[src/rtl/sensor_pkg.sv]
// Shared definitions for the timeout-converter arbiter: FSM encoding,
// default sizing and operand widths.
package sensor_pkg;

    typedef enum logic [1:0] {
        ST_IDLE    = 2'd0,
        ST_ISSUE   = 2'd1,
        ST_WAIT    = 2'd2,
        ST_RESPOND = 2'd3
    } arb_state_e;

    localparam int DEF_NUM_REQ     = 4;
    localparam int DEF_WDOG_CYCLES = 15;
    localparam int MCLKS_W         = 16;
    localparam int PCLKS_W         = 8;
    localparam int US_W            = 32;

    // Index width that stays legal for a single requester.
    function automatic int idx_width(input int n);
        return (n > 1) ? $clog2(n) : 1;
    endfunction

endpackage

[src/rtl/timeout_conv_arbiter_if.sv]
// Requester and converter bus of the timeout-converter arbiter.
interface timeout_conv_arbiter_if #(
    parameter int NUM_REQ = sensor_pkg::DEF_NUM_REQ
);
    logic [NUM_REQ-1:0]                     req;
    logic [sensor_pkg::MCLKS_W*NUM_REQ-1:0] req_mclks;
    logic [sensor_pkg::PCLKS_W*NUM_REQ-1:0] req_pclks;
    logic [NUM_REQ-1:0]                     ack;
    logic [sensor_pkg::US_W-1:0]            result_us;
    logic                                   result_err;
    logic                                   busy;
    logic                                   conv_start;
    logic [sensor_pkg::MCLKS_W-1:0]         conv_mclks;
    logic [sensor_pkg::PCLKS_W-1:0]         conv_pclks;
    logic                                   conv_done;
    logic [sensor_pkg::US_W-1:0]            conv_us;

    modport slave (
        input  req, req_mclks, req_pclks, conv_done, conv_us,
        output ack, result_us, result_err, busy, conv_start, conv_mclks, conv_pclks
    );

    modport master (
        output req, req_mclks, req_pclks, conv_done, conv_us,
        input  ack, result_us, result_err, busy, conv_start, conv_mclks, conv_pclks
    );
endinterface

[src/rtl/rr_picker.sv]
// Combinational round-robin selector: first requester after last_grant wins.
module rr_picker #(
    parameter int NUM_REQ = 4,
    parameter int IDX_W   = 2
) (
    input  logic [NUM_REQ-1:0] req,
    input  logic [IDX_W-1:0]   last_grant,
    output logic [IDX_W-1:0]   grant,
    output logic               valid
);

    logic [IDX_W-1:0] cand_s;

    // Walk from farthest to nearest so the nearest requester overwrites last.
    always_comb begin
        grant  = '0;
        valid  = 1'b0;
        cand_s = '0;
        for (int k = NUM_REQ; k >= 1; k--) begin
            cand_s = IDX_W'((int'(last_grant) + k) % NUM_REQ);
            if (req[cand_s]) begin
                grant = cand_s;
                valid = 1'b1;
            end else begin
                grant = grant;
                valid = valid;
            end
        end
    end

endmodule

[src/rtl/timeout_conv_arbiter.sv]
// Shares one timeout converter between NUM_REQ requesters with round-robin
// grant, a WAIT watchdog and registered outputs.
module timeout_conv_arbiter
    import sensor_pkg::*;
#(
    parameter int NUM_REQ     = DEF_NUM_REQ,
    parameter int WDOG_CYCLES = DEF_WDOG_CYCLES
) (
    input logic                   clk,
    input logic                   reset,
    timeout_conv_arbiter_if.slave bus
);

    localparam int IDX_W  = idx_width(NUM_REQ);
    localparam int WDOG_W = $clog2(WDOG_CYCLES + 1);
    localparam logic [IDX_W-1:0]   LAST_IDX = IDX_W'(NUM_REQ - 1);
    localparam logic [WDOG_W-1:0]  WDOG_MAX = WDOG_W'(WDOG_CYCLES);
    localparam logic [NUM_REQ-1:0] ACK_ONE  = NUM_REQ'(1);

    arb_state_e          state_r, state_nxt_s;
    logic [IDX_W-1:0]    grant_r, grant_nxt_s;
    logic [IDX_W-1:0]    last_grant_r, last_grant_nxt_s;
    logic [WDOG_W-1:0]   wdog_r, wdog_nxt_s;
    logic [NUM_REQ-1:0]  ack_r, ack_nxt_s;
    logic [US_W-1:0]     result_us_r, result_us_nxt_s;
    logic                result_err_r, result_err_nxt_s;
    logic                busy_r;
    logic                conv_start_r;
    logic [MCLKS_W-1:0]  conv_mclks_r, conv_mclks_nxt_s;
    logic [PCLKS_W-1:0]  conv_pclks_r, conv_pclks_nxt_s;
    logic [IDX_W-1:0]    pick_idx_s;
    logic                pick_valid_s;
    logic [MCLKS_W-1:0]  mclks_arr_s [NUM_REQ];
    logic [PCLKS_W-1:0]  pclks_arr_s [NUM_REQ];

    for (genvar g = 0; g < NUM_REQ; g++) begin : g_slice
        assign mclks_arr_s[g] = bus.req_mclks[g*MCLKS_W +: MCLKS_W];
        assign pclks_arr_s[g] = bus.req_pclks[g*PCLKS_W +: PCLKS_W];
    end

    rr_picker #(
        .NUM_REQ (NUM_REQ),
        .IDX_W   (IDX_W)
    ) u_rr_picker (
        .req        (bus.req),
        .last_grant (last_grant_r),
        .grant      (pick_idx_s),
        .valid      (pick_valid_s)
    );

    // Next-state and next-output decode; every register holds by default.
    always_comb begin
        state_nxt_s      = state_r;
        grant_nxt_s      = grant_r;
        last_grant_nxt_s = last_grant_r;
        wdog_nxt_s       = '0;
        ack_nxt_s        = '0;
        result_us_nxt_s  = result_us_r;
        result_err_nxt_s = result_err_r;
        conv_mclks_nxt_s = conv_mclks_r;
        conv_pclks_nxt_s = conv_pclks_r;
        case (state_r)
            ST_IDLE: begin
                if (pick_valid_s) begin
                    grant_nxt_s      = pick_idx_s;
                    conv_mclks_nxt_s = mclks_arr_s[pick_idx_s];
                    conv_pclks_nxt_s = pclks_arr_s[pick_idx_s];
                    state_nxt_s      = ST_ISSUE;
                end else begin
                    state_nxt_s = ST_IDLE;
                end
            end
            ST_ISSUE: begin
                state_nxt_s = ST_WAIT;
            end
            ST_WAIT: begin
                // A real done in the same cycle as expiry still wins.
                if (bus.conv_done) begin
                    result_us_nxt_s  = bus.conv_us;
                    result_err_nxt_s = 1'b0;
                    ack_nxt_s        = ACK_ONE << grant_r;
                    state_nxt_s      = ST_RESPOND;
                end else if (wdog_r == WDOG_MAX) begin
                    result_us_nxt_s  = '0;
                    result_err_nxt_s = 1'b1;
                    ack_nxt_s        = ACK_ONE << grant_r;
                    state_nxt_s      = ST_RESPOND;
                end else begin
                    wdog_nxt_s  = wdog_r + WDOG_W'(1);
                    state_nxt_s = ST_WAIT;
                end
            end
            ST_RESPOND: begin
                last_grant_nxt_s = grant_r;
                state_nxt_s      = ST_IDLE;
            end
            default: begin
                state_nxt_s = ST_IDLE;
            end
        endcase
    end

    // State and registered outputs; busy/start are derived from the next state.
    always_ff @(posedge clk or negedge reset) begin
        if (!reset) begin
            state_r      <= ST_IDLE;
            grant_r      <= '0;
            last_grant_r <= LAST_IDX;
            wdog_r       <= '0;
            ack_r        <= '0;
            result_us_r  <= '0;
            result_err_r <= 1'b0;
            busy_r       <= 1'b0;
            conv_start_r <= 1'b0;
            conv_mclks_r <= '0;
            conv_pclks_r <= '0;
        end else begin
            state_r      <= state_nxt_s;
            grant_r      <= grant_nxt_s;
            last_grant_r <= last_grant_nxt_s;
            wdog_r       <= wdog_nxt_s;
            ack_r        <= ack_nxt_s;
            result_us_r  <= result_us_nxt_s;
            result_err_r <= result_err_nxt_s;
            busy_r       <= (state_nxt_s != ST_IDLE);
            conv_start_r <= (state_nxt_s == ST_ISSUE);
            conv_mclks_r <= conv_mclks_nxt_s;
            conv_pclks_r <= conv_pclks_nxt_s;
        end
    end

    assign bus.ack        = ack_r;
    assign bus.result_us  = result_us_r;
    assign bus.result_err = result_err_r;
    assign bus.busy       = busy_r;
    assign bus.conv_start = conv_start_r;
    assign bus.conv_mclks = conv_mclks_r;
    assign bus.conv_pclks = conv_pclks_r;

endmodule

[src/flat_wrapper.sv]
// flat-port wrapper written by rule: the top's interface ports become plain ports
module timeout_conv_arbiter_flat import sensor_pkg::*;
#(
    parameter int NUM_REQ     = DEF_NUM_REQ,
    parameter int WDOG_CYCLES = DEF_WDOG_CYCLES
)
  (clk, reset, bus_req, bus_req_mclks, bus_req_pclks, bus_conv_done, bus_conv_us, bus_ack, bus_result_us, bus_result_err, bus_busy, bus_conv_start, bus_conv_mclks, bus_conv_pclks);
  timeout_conv_arbiter_if #(.NUM_REQ(NUM_REQ)) bus_i ();
  input logic clk;
  input logic reset;
  input wire logic [$bits(bus_i.req)-1:0] bus_req;
  input wire logic [$bits(bus_i.req_mclks)-1:0] bus_req_mclks;
  input wire logic [$bits(bus_i.req_pclks)-1:0] bus_req_pclks;
  input wire logic [$bits(bus_i.conv_done)-1:0] bus_conv_done;
  input wire logic [$bits(bus_i.conv_us)-1:0] bus_conv_us;
  output wire logic [$bits(bus_i.ack)-1:0] bus_ack;
  output wire logic [$bits(bus_i.result_us)-1:0] bus_result_us;
  output wire logic [$bits(bus_i.result_err)-1:0] bus_result_err;
  output wire logic [$bits(bus_i.busy)-1:0] bus_busy;
  output wire logic [$bits(bus_i.conv_start)-1:0] bus_conv_start;
  output wire logic [$bits(bus_i.conv_mclks)-1:0] bus_conv_mclks;
  output wire logic [$bits(bus_i.conv_pclks)-1:0] bus_conv_pclks;
  assign bus_i.req = bus_req;
  assign bus_i.req_mclks = bus_req_mclks;
  assign bus_i.req_pclks = bus_req_pclks;
  assign bus_i.conv_done = bus_conv_done;
  assign bus_i.conv_us = bus_conv_us;
  assign bus_ack = bus_i.ack;
  assign bus_result_us = bus_i.result_us;
  assign bus_result_err = bus_i.result_err;
  assign bus_busy = bus_i.busy;
  assign bus_conv_start = bus_i.conv_start;
  assign bus_conv_mclks = bus_i.conv_mclks;
  assign bus_conv_pclks = bus_i.conv_pclks;
  timeout_conv_arbiter #(.NUM_REQ(NUM_REQ), .WDOG_CYCLES(WDOG_CYCLES)) u_core (.clk(clk), .reset(reset), .bus(bus_i));
endmodule
[config.mk]
export PLATFORM = sky130hd
export DESIGN_NAME = timeout_conv_arbiter_flat
export DESIGN_NICKNAME = d
export VERILOG_FILES = /design/src/rtl/sensor_pkg.sv /design/src/rtl/timeout_conv_arbiter_if.sv /design/src/rtl/rr_picker.sv /design/src/rtl/timeout_conv_arbiter.sv /design/src/flat_wrapper.sv
export SDC_FILE = /design/constraint.sdc
export NUM_CORES = 1
export LEC_CHECK = 0
export CELL_PAD_IN_SITES_DETAIL_PLACEMENT = 0
export CELL_PAD_IN_SITES_GLOBAL_PLACEMENT = 1
export CORE_UTILIZATION = 30
export CTS_CLUSTER_DIAMETER = 150
export DETAILED_ROUTE_END_ITERATION = 6
export PLACE_DENSITY = 0.83
export SYNTH_ARGS = -nofsm -noshare
export SYNTH_HDL_FRONTEND = slang
export SYNTH_SLANG_ARGS = --single-unit
[constraint.sdc]
create_clock -name clk -period 3.32 [get_ports clk]
set_input_delay 0.664 -clock clk [delete_from_list [all_inputs] [get_ports clk]]
set_output_delay 0.664 -clock clk [all_outputs]
set_load 0.02 [all_outputs]
Word-level counts from Yosys, hierarchy flattened
Index checks and enable logic that the tools add are counted.
Widths: inputs -> output; s select.
{"block": "classes", "add_sub_neg": 5, "magnitude_cmp": 5, "n_eq_ne": 5, "shifts": 1, "mux": 36, "bitwise_logic": 1, "reduce_logical": 5}
{"operator": "$mux 32", "n": 2}
{"operator": "$bmux 16 s2", "n": 1}
{"operator": "$mux 16", "n": 2}
{"operator": "$mux 4", "n": 6}
{"operator": "$bmux 8 s2", "n": 1}
{"operator": "$mux 8", "n": 2}
{"operator": "$lt 2x3->1 const B", "n": 4}
{"operator": "$mux 1", "n": 12}
{"operator": "$mux 2", "n": 5}
{"operator": "$bmux 1 s2", "n": 4}
{"operator": "$pmux 2 s4", "n": 1}
{"operator": "$add 2x1->2 const B", "n": 2}
{"operator": "$add 2x2->2 const B", "n": 2}
{"operator": "$add 4x1->4 const B", "n": 1}
{"operator": "$eq 2x1->1 const B", "n": 2}
{"operator": "$eq 2x2->1 const B", "n": 2}
{"operator": "$eq 4x4->1 const B", "n": 1}
{"operator": "$reduce_and 2->1", "n": 2}
{"operator": "$reduce_bool 2->1", "n": 2}
{"operator": "$shl 1x2->4 const A", "n": 1}
{"operator": "$ge 3x3->1 const B", "n": 1}
{"operator": "$not 2->3", "n": 1}
{"operator": "$logic_not 2->1", "n": 1}
{"block": "totals", "regBits": 73, "in_bits": 135, "out_inout_bits": 63, "wordCells": 69}

Longest topological paths before layout
Gate-level depths: netlist (run 1).
{"block": "depth", "word_depth": 11, "ltp_mapped": 8, "ltp_nobuf": 5}

By module
Synthesis (run 1) repeated with hierarchy kept, for this count alone.
{"block": "hier_totals", "hier_cells": 276, "hier_area_um2": 3547.2}
{"module": "timeout_conv_arbiter", "n_inst": 1, "cells_each": 262, "area_per_inst_um2": 3455.8, "seq_area_each_um2": 1829.3}
{"module": "rr_picker", "n_inst": 1, "cells_each": 14, "area_per_inst_um2": 91.3, "seq_area_each_um2": 0.0}

Least setup slack after synthesis (run 1)
No wires, ideal clock.
{"block": "synth_timing", "path_type": "input-to-reg", "startpoint": "input port bus_req[1]", "endpoint": "register u_core.conv_mclks_r[0], in the netlist u_core.bus.conv_mclks[0]", "setup_time_ns": 0.142, "arrival_time_ns": 1.813, "required_ns": 3.178, "setup_slack_ns": 1.365, "path_stages": 7, "path_buffers": 2, "path_cell_list": "or2_1 nor3_1 nand2b_1 nand2b_1 buf_2 clkbuf_1 o221ai_1"}
{"block": "synth_via", "elab_chain_len": 10, "elab_cells_between_ends": 21, "classes_between": "19 x mux; 1 x bitwise; 1 x reduce/logical"}
{"element": "from (decl)", "line": "flat_wrapper.sv:11", "rtl": "input wire logic [$bits(bus_i.req)-1:0] bus_req;"}
{"element": "$bmux 1 s2", "line": "rr_picker.sv:21", "rtl": "if (req[cand_s]) begin"}
{"element": "$mux 1 (not written as such)", "line": "rr_picker.sv:21"}
{"element": "$mux 2 (4 in series)", "line": "rr_picker.sv:21"}
{"element": "$not 2->3 (not written as such)", "line": "timeout_conv_arbiter.sv:66", "rtl": "conv_mclks_nxt_s = mclks_arr_s[pick_idx_s];"}
{"element": "$bmux 16 s2", "line": "timeout_conv_arbiter.sv:66"}
{"element": "$mux 16 (not written as such) (2 in series)", "line": "timeout_conv_arbiter.sv:66"}
{"element": "to (signal assigned)", "line": "timeout_conv_arbiter.sv:127", "rtl": "conv_mclks_r <= conv_mclks_nxt_s;"}
{"element": "to (decl)", "line": "timeout_conv_arbiter.sv:29", "rtl": "logic [MCLKS_W-1:0] conv_mclks_r, conv_mclks_nxt_s;"}
Parallel ways exist; a longest one is shown, timed or not. The select of a mux whose other input is x is not followed.
A chain may end at the register's enable or synchronous reset.

Final worst setup path (run 1)
Ends and elaborated chain as after synthesis.

==> summary.txt, run 1 <==
RUN STATUS
--------------------------------------------------------------------------------------
Outcome ................................................................. finished, final reports clean

GRT
--------------------------------------------------------------------------------------
Antenna violations before repair ........................................            0
First-pass GRT wire length ..............................................      15.8 mm
Global router's overall resource usage ..................................        17.6%
Pin count of the biggest net entering global routing ....................           74
Via count of the first global-routing pass ..............................        3,120
Total global routing overflow ...........................................            0

DRT
--------------------------------------------------------------------------------------
Total number of vias ....................................................        2,976
DR WL/cell ..............................................................      16.6 um
Number of remaining DRC errors ..........................................            0
Vias per cell ...........................................................         4.85
DR iter-0 viols .........................................................          110
DRT antenna net count ...................................................            0
Router iterations before antenna repair .................................            4
Routed Wire Length ......................................................      10.2 mm

POWER
--------------------------------------------------------------------------------------
Pwr/cell area ...........................................................   849 nW/um2
Worst IR drop on VDD ....................................................   0.000436 V
Leakage power summed over all cells .....................................      2.47 nW

SYNTHESIS
--------------------------------------------------------------------------------------
Synthesized area ........................................................     3340 um2
Biggest area contributors in the synthesized netlist .................... dfrtp_1 53%, mux2i_1 15%, a22o_1 8.4%, o221ai_1 6.3%, nand2_1 3.0%
Proportion of synthesized chip area in sequential cells .................        54.7%
Yosys reg bits ..........................................................           73
Warnings from Yosys .....................................................            0
Cell count after synthesis ..............................................          272
Leading area contributor after synthesis ................................      dfrtp_1
Mean instance size in the synthesized netlist ...........................     12.3 um2
Yosys top cell area share ...............................................        53.1%
Number of distinct standard cells referenced by the synthesized netlist .           30
Synth Net Count .........................................................          412

CLOCK NETWORK
--------------------------------------------------------------------------------------
Clock latency on the worst-skew pair ....................................      0.34 ns
Clock tree from TritonCTS ...............................................        built
Post-CTS Setup Bufs .....................................................            0
Worst-path clk slew .....................................................      0.09 ns
Post-cts gate resize count ..............................................            0
H-tree level count ......................................................            3
Number of buffers added to fix hold violations after cts ................            0
CTS Buffer Depth ........................................................            2
Number of clock buffers inserted by TritonCTS ...........................            9
Total number of clock tree sinks ........................................           73
Root Buffer .............................................................     clkbuf_8

HOLD PATH
--------------------------------------------------------------------------------------
Path category of the worst min-delay check ..............................     in2async

DIE
--------------------------------------------------------------------------------------
Die H ...................................................................       108 um
I/O Pins ................................................................          198
Die Footprint ...........................................................   11,600 um2
Count of standard-cell rows .............................................           38
Die extent in x .........................................................       108 um
Initial Utilization .....................................................        30.8%
Core area ...............................................................   10,800 um2

PLACED DESIGN
--------------------------------------------------------------------------------------
Dpl ws ..................................................................     0.623 ns
Half-perimeter wire length after detailed placement .....................      7.41 mm
Port Buffers ............................................................          197
Routability-driven placement congestion ratio ...........................        0.715

SETUP PATH
--------------------------------------------------------------------------------------
CP arrival ..............................................................      2.57 ns
Kind of start point of the critical path ................................   input port
Slack of the worst reg-to-reg path ......................................      1.28 ns
Crit path kind ..........................................................       in2reg
Critical-path maximum fanout ............................................           24
Data required time at the worst endpoint ................................      3.52 ns
FF-to-FF Start .......................................................... u_core.last_grant_r[0]
Worst r2r dst ........................................................... u_core.bus.conv_mclks[2]
Logic depth of the worst register-to-register path ......................            6
Kind of end point of the critical path ..................................    flip-flop

CELLS AND AREA
--------------------------------------------------------------------------------------
Most common cell after layout, fill and taps aside ...................... clkdlybuf4s50_1
Fill cells ..............................................................          980
Number of nets in the layout ............................................          608
Sequential cell area ....................................................     1830 um2
Commonest non-fill, non-tap cells in the layout ......................... 196 x clkdlybuf4s50_1, 71 x dfrtp_1, 49 x mux2i_1
Count of inserted antenna diode cells ...................................            0
Multi-input gate area in the final layout ...............................     1400 um2
Area growth from synthesis to final layout ..............................        70.1%
Proportion of layout cells with a drive suffix above 1 ..................        6.77%

TIMING
--------------------------------------------------------------------------------------
Rel. slew slack .........................................................        37.8%
Final setup skew ........................................................    0.0186 ns
Worst Tran Pin Value ....................................................     0.933 ns
Post-Route Setup TNS ....................................................         0 ns
Period utilisation layout ...............................................        71.4%
Setup repair after global routing missed its margin .....................        false
Post-layout worst setup margin ..........................................     0.951 ns
Highest Clock Rate ......................................................    0.422 GHz
Number of max-slew violations in the final report .......................            0
Final critical delay including setup and external delays ................      2.37 ns
Final number of setup-violating endpoints ...............................            0
Number of endpoints with negative hold slack in the final report ........            0

RUN
--------------------------------------------------------------------------------------
Max-cap violations ......................................................            0

-- logic make-up (layout without fill, tap and decap cells) --
logic type      count (synthesis)  in the layout  share of synthesized area (%)
buf+inv                        25            226                           3.85
simple gates                   49             49                           6.77
fa+ha+maj                       5              5                           1.87
xor+xnor                        1              1                          0.262
mux                            51             51                           15.3
flops                          73             73                           54.7
compound gates                 68             68                           17.2
-- area by class of cell --
type                    instances  area share (%)
repair buffers                206            36.3
flip-flops and latches         73            32.2
multi-input cells             174            24.5
well taps                     140            3.08
clock buffers                  10            2.42
clock inverters                 6            1.28
inverters                       4           0.264
-- sequential cells by signal (all words and copies together) (netlist names) --
| name | count |
|---|---|
| u_core.bus.result_us | 32 |
| u_core.state_r | 2 |
| u_core.bus.conv_mclks | 16 |
| u_core.wdog_r | 4 |
| u_core.bus.result_err | 1 |
| u_core.bus.busy | 1 |
| u_core.last_grant_r | 2 |
| u_core.grant_r | 2 |
| u_core.bus.conv_pclks | 8 |
| u_core.bus.conv_start | 1 |
| u_core.bus.ack | 4 |
-- Yosys cell counts (all sizes together) --
library cell / instances
dfrtp: 71
mux2i: 49
a22o: 32
nand2: 27
o221ai: 24
buf: 12
clkbuf: 9
nand2b: 6
ha: 5
inv: 4
nor2: 4
nor3: 4
o21ai: 3
or2: 3
a21oi: 2
a31oi: 2
dfstp: 2
mux2: 2
nor3b: 2
a211oi: 1
a21o: 1
a311oi: 1
and2: 1
and3: 1
nor2b: 1
o2111a: 1
o22ai: 1
xnor2: 1
-- metrics by stage --
| stage | area [um2] | util, % | cells | hold slack (ns) | power, mW |
|---|---|---|---|---|---|
| CTS | 5690 | 52.5 | 613 | 0.478 | 4.88 |
| finish | 5690 | 52.5 | 613 | 0.455 | 4.83 |
| global route | 5690 | 52.5 | 613 | 0.520 | 5.11 |
| detailed placement | 5480 | 50.5 | 597 | 0.477 | 4.12 |
| floorplan | 3340 | - | 272 | 0.368 | 2.95 |
| global placement | 5480 | 50.5 | 597 | 0.467 | 4.06 |
-- worst max-delay path, cell delays in order --
cell             delay (ns)
clkdlybuf4s50_1        0.46
or2_1                  0.27
nor3_1                 0.25
nand2b_1               0.27
nand2b_1               0.16
buf_4                  0.31
o221ai_1               0.19
-- where the power goes --
group / switching, mW / internal (mW)
combinational: 1.27 / 1.30
clock: 0.356 / 0.376
sequential: 0.232 / 1.29
total: 1.86 / 2.97
-- worst max path at each step --
stage                     slack, ns        from                  endpoint
after floorplan                1.36  bus_req[1]  u_core.bus.conv_mclks[0]
after global placement         0.67  bus_req[2]  u_core.bus.conv_pclks[3]
after detailed placement       0.62  bus_req[2]  u_core.bus.conv_mclks[7]
after CTS                      0.99  bus_req[2]  u_core.bus.conv_mclks[2]
after global routing           0.80  bus_req[1]  u_core.bus.conv_mclks[7]
final                          0.95  bus_req[1]  u_core.bus.conv_mclks[0]
-- routing by layer --
| layer | global-route usage, % | vias up | part of all wire (%) |
|---|---|---|---|
| met5 | 0 | - | 0 |
| met4 | 6.07 | 0 | 1.4 |
| met3 | 3.45 | 15 | 4.3 |
| met2 | 30.0 | 88 | 52 |
| met1 | 22.0 | 1464 | 42 |
| li1 | - | 1409 | - |
Power figures use the tool's default switching activity.
==> inputs of run 2 (changes only) <==
--- a/config.mk
+++ b/config.mk
@@ -7,10 +7,10 @@
 export LEC_CHECK = 0
 export CELL_PAD_IN_SITES_DETAIL_PLACEMENT = 0
 export CELL_PAD_IN_SITES_GLOBAL_PLACEMENT = 1
-export CORE_UTILIZATION = 30
+export CORE_UTILIZATION = 25
 export CTS_CLUSTER_DIAMETER = 150
 export DETAILED_ROUTE_END_ITERATION = 6
-export PLACE_DENSITY = 0.83
+export PLACE_DENSITY = 0.73
 export SYNTH_ARGS = -nofsm -noshare
 export SYNTH_HDL_FRONTEND = slang
 export SYNTH_SLANG_ARGS = --single-unit
==> constraint.sdc (replaced) <==
create_clock -name clk -period 2 [get_ports clk]
set_input_delay 0.4 -clock clk [delete_from_list [all_inputs] [get_ports clk]]
set_output_delay 0.4 -clock clk [all_outputs]
set_load 0.02 [all_outputs]
==> summary.txt, run 2 (synthesis gave the netlist of run 1 again) <==
TIMING
------------------------------------------------------------------------------------
Number of endpoints with negative hold slack in the final report ......            0   unchanged
Rel. slew slack .......................................................        74.0%   was 37.8%
Highest Clock Rate ....................................................    0.511 GHz
Final number of setup-violating endpoints .............................            0   unchanged
Worst Tran Pin Value ..................................................     0.386 ns   was 0.933 ns
Final critical delay including setup and external delays ..............      1.96 ns
Post-layout worst setup margin ........................................    0.0434 ns   was 0.951 ns
Final setup skew ......................................................   0.00558 ns   was 0.0186 ns
Period utilisation layout .............................................        97.8%
Number of max-slew violations in the final report .....................            0   unchanged

CELLS AND AREA
------------------------------------------------------------------------------------
Fill cells ............................................................        1,245   was 980
Proportion of layout cells with a drive suffix above 1 ................        9.90%   was 6.77%
Count of inserted antenna diode cells .................................            0   unchanged
Fin cells .............................................................          657   was 613
Commonest non-fill, non-tap cells in the layout ....................... 196 x clkdlybuf4s50_1, 71 x dfrtp_1, 46 x mux2i_1   was 196 x clkdlybuf4s50_1, 71 x dfrtp_1, 49 x mux2i_1
Area growth from synthesis to final layout ............................        81.2%   was 70.1%
Number of nets in the layout ..........................................          620   was 608
Most common cell after layout, fill and taps aside .................... clkdlybuf4s50_1   unchanged
Max reg flops .........................................................           32   unchanged

DRT
------------------------------------------------------------------------------------
Vias per cell .........................................................         4.60   was 4.85
Number of remaining DRC errors ........................................            0   unchanged
Routed Wire Length ....................................................      11.0 mm   was 10.2 mm
Total number of vias ..................................................        3,020   was 2,976
Router iterations before antenna repair ...............................            4   unchanged
DR WL/cell ............................................................      16.8 um   was 16.6 um
DR iter-0 viols .......................................................          115   was 110
DRT antenna net count .................................................            0   unchanged

POWER
------------------------------------------------------------------------------------
Switching portion of total power ......................................        36.1%   was 38.5%
Comb pwr share ........................................................        51.7%   was 53.4%
Part of the power in registers ........................................        28.6%   was 31.5%
Worst IR drop on VDD ..................................................   0.000510 V   was 0.000436 V
Leakage power summed over all cells ...................................      2.62 nW   was 2.47 nW
Cell Int Power ........................................................      5.66 mW   was 2.97 mW
Total power after layout ..............................................      8.86 mW   was 4.83 mW
Share of power burned in the clock network ............................        19.7%   was 15.1%
Net Switching .........................................................      3.20 mW   was 1.86 mW
Pwr/cell area .........................................................  1460 nW/um2   was 849 nW/um2

DIE
------------------------------------------------------------------------------------
Initial Utilization ...................................................        26.1%   was 30.8%
Core area .............................................................   12,800 um2   was 10,800 um2
Count of standard-cell rows ...........................................           41   was 38
Die H .................................................................       118 um   was 108 um
Die Footprint .........................................................   13,800 um2   was 11,600 um2
Die extent in x .......................................................       118 um   was 108 um
I/O Pins ..............................................................          198   unchanged

SETUP PATH
------------------------------------------------------------------------------------
Critical-path maximum fanout ..........................................            8   was 24
Count of buffering cells on the critical path with inverters included .            3   was 2
Logic depth of the worst register-to-register path ....................            7   was 6
Worst r2r dst ......................................................... u_core.bus.conv_mclks[14]   was u_core.bus.conv_mclks[2]
Logic depth of the worst setup path including buffers .................            8   was 7
Crit path kind ........................................................       in2reg   unchanged
Slack of the worst reg-to-reg path ....................................      0.07 ns   was 1.28 ns
Critical path launch point ............................................   bus_req[1]   unchanged
Data required time at the worst endpoint ..............................      2.19 ns   was 3.52 ns
Critical path, cell by cell ........................................... clkdlybuf4s50_1, nand2b_1, a21oi_1, a211oi_4, buf_4, clkbuf_16, mux2i_1, o221ai_1   was clkdlybuf4s50_1, or2_1, nor3_1, nand2b_1, nand2b_1, buf_4, o221ai_1
Kind of start point of the critical path ..............................   input port   unchanged
CP delay by family, top ............................................... buffers and inverters   was simple AND/OR/NAND/NOR gates
Delay of the slowest critical-path stage ..............................      0.47 ns   was 0.46 ns
Kind of end point of the critical path ................................    flip-flop   unchanged
Capturing element of the worst setup path ............................. u_core.bus.conv_mclks[14]   was u_core.bus.conv_mclks[0]
FF-to-FF Start ........................................................ u_core.last_grant_r[0]   unchanged
CP arrival ............................................................      2.15 ns   was 2.57 ns
Crit-path slowest cell ................................................ clkdlybuf4s50_1   unchanged

CLOCK NETWORK
------------------------------------------------------------------------------------
H-tree level count ....................................................            3   unchanged
Number of clock buffers inserted by TritonCTS .........................            9   unchanged
Root Buffer ...........................................................    clkbuf_16   was clkbuf_8
Clock tree from TritonCTS .............................................        built   unchanged
CTS Buffer Depth ......................................................            2   unchanged
Clock latency on the worst-skew pair ..................................      0.33 ns   was 0.34 ns
Total number of clock tree sinks ......................................           73   unchanged
Worst-path clk slew ...................................................      0.06 ns   was 0.09 ns

PLACED DESIGN
------------------------------------------------------------------------------------
Placed Cells incl. Taps ...............................................          635   was 597
Half-perimeter wire length after detailed placement ...................      8.29 mm   was 7.41 mm
Dpl ws ................................................................    -0.369 ns   was 0.623 ns
Routability-driven placement congestion ratio .........................        0.776   was 0.715
Port Buffers ..........................................................          197   unchanged

RUN STATUS
------------------------------------------------------------------------------------
Outcome ............................................................... finished, final reports clean   unchanged

RUN
------------------------------------------------------------------------------------
Max-cap violations ....................................................            0   unchanged

GRT
------------------------------------------------------------------------------------
Pin count of the biggest net entering global routing ..................           34   was 74
Via count of the first global-routing pass ............................        3,310   was 3,120
Global router's overall resource usage ................................        15.9%   was 17.6%
Antenna violations before repair ......................................            0   unchanged
Total global routing overflow .........................................            0   unchanged
First-pass GRT wire length ............................................      17.3 mm   was 15.8 mm

HOLD PATH
------------------------------------------------------------------------------------
Path category of the worst min-delay check ............................      reg2reg   was in2async

run 2: cell count changes in the layout (fill, tap and decap cells not counted), sizes merged:
cell,delta
buf,+9
bufinv,+1
clkbuf,+2
dlygate4sd3,+1
inv,-1
run 2: metal layers:
| metal | GRT usage (%) | up-vias | part of all wire [%] |
|---|---|---|---|
| met1 | 18.8 | 1468 | 41 |
| met4 | 6.01 | 0 | 1.5 |
| met5 | 0 | - | 0 |
| li1 | - | 1439 | - |
| met3 | 2.86 | 13 | 4.6 |
| met2 | 28.3 | 100 | 53 |
run 2: metrics by stage:
stage,hold WS [ns],instance area [um2],setup TNS (ns),util [%]
CTS,0.489,5960,0,46.4
global placement,0.326,5610,-4.74,43.8
finish,0.485,6060,0,47.2
floorplan,0.104,3340,0,-
detailed placement,0.333,5610,-6.64,43.8
global route,0.508,6060,-0.0459,47.2
run 2: layout make-up:
cell class	instances	area (um2)	share of cell area (%)
repair buffers	218	2240	37.0
clock buffers	10	239	3.94
well taps	172	215	3.55
flip-flops and latches	73	1830	30.2
multi-input cells	174	1430	23.5
inverters	4	15.0	0.248
clock inverters	6	90.1	1.49
run 2: tightest hold or removal path, delay by kind of cell, from the launching register on:
| family | cells | cell delay [ns] |
|---|---|---|
| simple gates | 1 | 0.05 |
| flops | 1 | 0.34 |
| compound gates | 1 | 0.06 |
run 2: worst min path at each step:
| stage | start | end | slack (ns) | depth (start not counted) |
|---|---|---|---|---|
| floorplan | reset | u_core.bus.ack[0] | 0.10 | 0 |
| global placement | reset | u_core.bus.result_us[30] | 0.33 | 1 |
| detailed placement | reset | u_core.bus.result_us[2] | 0.33 | 1 |
| CTS | u_core.bus.conv_pclks[6] | u_core.bus.conv_pclks[6] | 0.49 | 2 |
| global route | u_core.bus.conv_mclks[13] | u_core.bus.conv_mclks[13] | 0.51 | 2 |
| finish | u_core.bus.conv_mclks[15] | u_core.bus.conv_mclks[15] | 0.49 | 2 |
run 2: power groups by stage:
stage	clock, mW	combinational, mW	sequential (mW)
2_1_floorplan	0	1.71	3.18
3_3_place_gp	0	4.33	2.54
3_5_place_dp	0	4.42	2.54
4_1_cts	1.80	4.44	2.53
5_1_grt	1.86	4.89	2.61
6_report	1.74	4.58	2.53
run 2: timing repair:
action | CTS | global route
hold endpoints to repair | 23 | 0
setup buffers | 0 | 3
pin swaps | 0 | 1
hold buffers | 1 | 0
resized for setup | 1 | 6
gates cloned | 0 | 2
endpoints found under the setup margin | 1 | 12
==> inputs of run 3 (changes only) <==
--- a/config.mk
+++ b/config.mk
@@ -11,6 +11,7 @@
 export CTS_CLUSTER_DIAMETER = 150
 export DETAILED_ROUTE_END_ITERATION = 6
 export PLACE_DENSITY = 0.73
+export SKIP_CTS_REPAIR_TIMING = 1
 export SYNTH_ARGS = -nofsm -noshare
 export SYNTH_HDL_FRONTEND = slang
 export SYNTH_SLANG_ARGS = --single-unit
==> summary.txt, run 3 (synthesis gave the netlist of run 1 again) <==
CLOCK NETWORK
------------------------------------------------------------------------------------
H-tree level count ....................................................            3   unchanged
Worst-path clk slew ...................................................      0.06 ns   about the same
Root Buffer ...........................................................    clkbuf_16   unchanged
Clock latency on the worst-skew pair ..................................      0.33 ns   about the same
CTS Buffer Depth ......................................................            2   unchanged
Total number of clock tree sinks ......................................           73   unchanged
Number of clock buffers inserted by TritonCTS .........................            9   unchanged
Clock tree from TritonCTS .............................................        built   unchanged

DRT
------------------------------------------------------------------------------------
Vias per cell .........................................................         4.59   was 4.60
DR iter-0 viols .......................................................          126   was 115
DRT antenna net count .................................................            0   unchanged
Routed Wire Length ....................................................      11.0 mm   about the same
Number of remaining DRC errors ........................................            0   unchanged
Router iterations before antenna repair ...............................            4   unchanged
Total number of vias ..................................................        3,017   was 3,020
DR WL/cell ............................................................      16.7 um   was 16.8 um

CELLS AND AREA
------------------------------------------------------------------------------------
Max reg flops .........................................................           32   unchanged
Number of nets in the layout ..........................................          620   unchanged
Commonest non-fill, non-tap cells in the layout ....................... 196 x clkdlybuf4s50_1, 71 x dfrtp_1, 47 x mux2i_1   was 196 x clkdlybuf4s50_1, 71 x dfrtp_1, 46 x mux2i_1
Proportion of layout cells with a drive suffix above 1 ................        9.69%   was 9.90%
Post-route cell area ..................................................     6050 um2   was 6060 um2
Most common cell after layout, fill and taps aside .................... clkdlybuf4s50_1   unchanged
Count of inserted antenna diode cells .................................            0   unchanged
Area growth from synthesis to final layout ............................        81.1%   was 81.2%
Fin cells .............................................................          657   unchanged

GRT
------------------------------------------------------------------------------------
Total global routing overflow .........................................            0   unchanged
Global router's overall resource usage ................................        15.8%   was 15.9%
Pin count of the biggest net entering global routing ..................           34   unchanged
First-pass GRT wire length ............................................      17.3 mm   about the same
Antenna violations before repair ......................................            0   unchanged
Via count of the first global-routing pass ............................        3,304   was 3,310

SETUP PATH
------------------------------------------------------------------------------------
Critical path, cell by cell ........................................... clkdlybuf4s50_1, nand2b_1, a21oi_1, a211oi_4, buf_4, clkbuf_16, mux2i_1, o221ai_1   unchanged
Crit-path slowest cell ................................................ clkdlybuf4s50_1   unchanged
Kind of start point of the critical path ..............................   input port   unchanged
CP delay by family, top ............................................... buffers and inverters   unchanged
Kind of end point of the critical path ................................    flip-flop   unchanged
Count of buffering cells on the critical path with inverters included .            3   unchanged
CP arrival ............................................................      2.15 ns   about the same
Critical-path maximum fanout ..........................................            8   unchanged
Delay of the slowest critical-path stage ..............................      0.47 ns   about the same
Crit path kind ........................................................       in2reg   unchanged
Data required time at the worst endpoint ..............................      2.19 ns   about the same

TIMING
------------------------------------------------------------------------------------
Worst Tran Pin Value ..................................................     0.386 ns   unchanged
Number of endpoints with negative hold slack in the final report ......            0   unchanged
Rel. slew slack .......................................................        74.0%   unchanged
Final critical delay including setup and external delays ..............      1.96 ns   about the same
Final number of setup-violating endpoints .............................            0   unchanged
Number of max-slew violations in the final report .....................            0   unchanged
Highest Clock Rate ....................................................    0.511 GHz   about the same
Worst hold slack after final layout ...................................     0.485 ns   about the same
Final setup skew ......................................................   0.00545 ns   was 0.00558 ns
Period utilisation layout .............................................        97.8%   about the same

POWER
------------------------------------------------------------------------------------
Pwr/cell area .........................................................  1460 nW/um2   about the same
Worst IR drop on VDD ..................................................   0.000510 V   about the same
Part of the power in registers ........................................        28.6%   about the same
Total power after layout ..............................................      8.85 mW   was 8.86 mW
Net Switching .........................................................      3.19 mW   was 3.20 mW
Share of power burned in the clock network ............................        19.7%   about the same
Leakage power summed over all cells ...................................      2.62 nW   about the same
Switching portion of total power ......................................        36.1%   about the same
Comb pwr share ........................................................        51.7%   about the same
Cell Int Power ........................................................      5.66 mW   about the same

PLACED DESIGN
------------------------------------------------------------------------------------
Port Buffers ..........................................................          197   unchanged
Half-perimeter wire length after detailed placement ...................      8.29 mm   unchanged
Placed Cells incl. Taps ...............................................          635   unchanged
Area after DPL ........................................................     5610 um2   unchanged
Routability-driven placement congestion ratio .........................        0.776   unchanged

DIE
------------------------------------------------------------------------------------
Die extent in x .......................................................       118 um   unchanged
Initial Utilization ...................................................        26.1%   unchanged
Die Footprint .........................................................   13,800 um2   unchanged
Count of standard-cell rows ...........................................           41   unchanged
I/O Pins ..............................................................          198   unchanged
Die H .................................................................       118 um   unchanged
Core area .............................................................   12,800 um2   unchanged

HOLD PATH
------------------------------------------------------------------------------------
Path category of the worst min-delay check ............................      reg2reg   unchanged

RUN
------------------------------------------------------------------------------------
Max-cap violations ....................................................            0   unchanged

RUN STATUS
------------------------------------------------------------------------------------
Outcome ............................................................... finished, final reports clean   unchanged

==> run 3: cell counts in the layout (fill, tap and decap cells not counted) <==
No cell type changed its count.
==> run 3: tightest hold or removal path: stages (launching register included) <==
cell      delay (ns)
dfrtp_1         0.34
nand2_1         0.05
o221ai_1        0.06
==> run 3: metal layers <==
| layer | share of wire, % | global-route usage [%] | up-vias |
|---|---|---|---|
| met4 | 1.5 | 6.01 | 0 |
| met3 | 4.5 | 2.86 | 13 |
| met5 | 0 | 0 | - |
| met2 | 53 | 28.3 | 98 |
| li1 | - | - | 1440 |
| met1 | 41 | 18.8 | 1466 |
==> run 3: metrics by stage <==
step                setup TNS, ns  util (%)  worst slack [ns]
detailed placement          -6.64      43.8            -0.369
floorplan                       0         -             0.228
global route              -0.0342      47.2           -0.0120
finish                          0      47.2            0.0439
global placement            -4.74      43.8            -0.224
CTS                       -0.0150      46.3           -0.0150
==> run 3: final timing paths <==
check / start / to / slack (ns) / cells after the start
min in group asynchronous: reset / u_core.bus.result_us[30] / 0.53 / 2
worst max register to register: u_core.last_grant_r[0] / u_core.bus.conv_mclks[14] / 0.07 / 7
max in group asynchronous: reset / u_core.bus.result_us[31] / 0.86 / 3
worst max-delay path: bus_req[1] / u_core.bus.conv_mclks[14] / 0.04 / 8
worst min register to register: u_core.bus.conv_mclks[15] / u_core.bus.conv_mclks[15] / 0.49 / 2
worst min-delay path: u_core.bus.conv_mclks[15] / u_core.bus.conv_mclks[15] / 0.49 / 2
==> run 3: power groups by stage <==
stage,Clock [mW],Combinational (mW),Sequential (mW)
2_1_floorplan,0,1.71,3.18
3_3_place_gp,0,4.33,2.54
3_5_place_dp,0,4.42,2.54
4_1_cts,1.80,4.44,2.53
5_1_grt,1.86,4.88,2.61
6_report,1.74,4.57,2.53
==> run 3: cell type report <==
class	instances	area [um2]
Timing Repair Buffer	218	2240
Fill cell	1245	6770
Inverter	4	15.0
Clock buffer	10	239
Clock inverter	6	90.1
Multi-Input combinational cell	174	1420
Tap cell	172	215
Sequential cell	73	1830
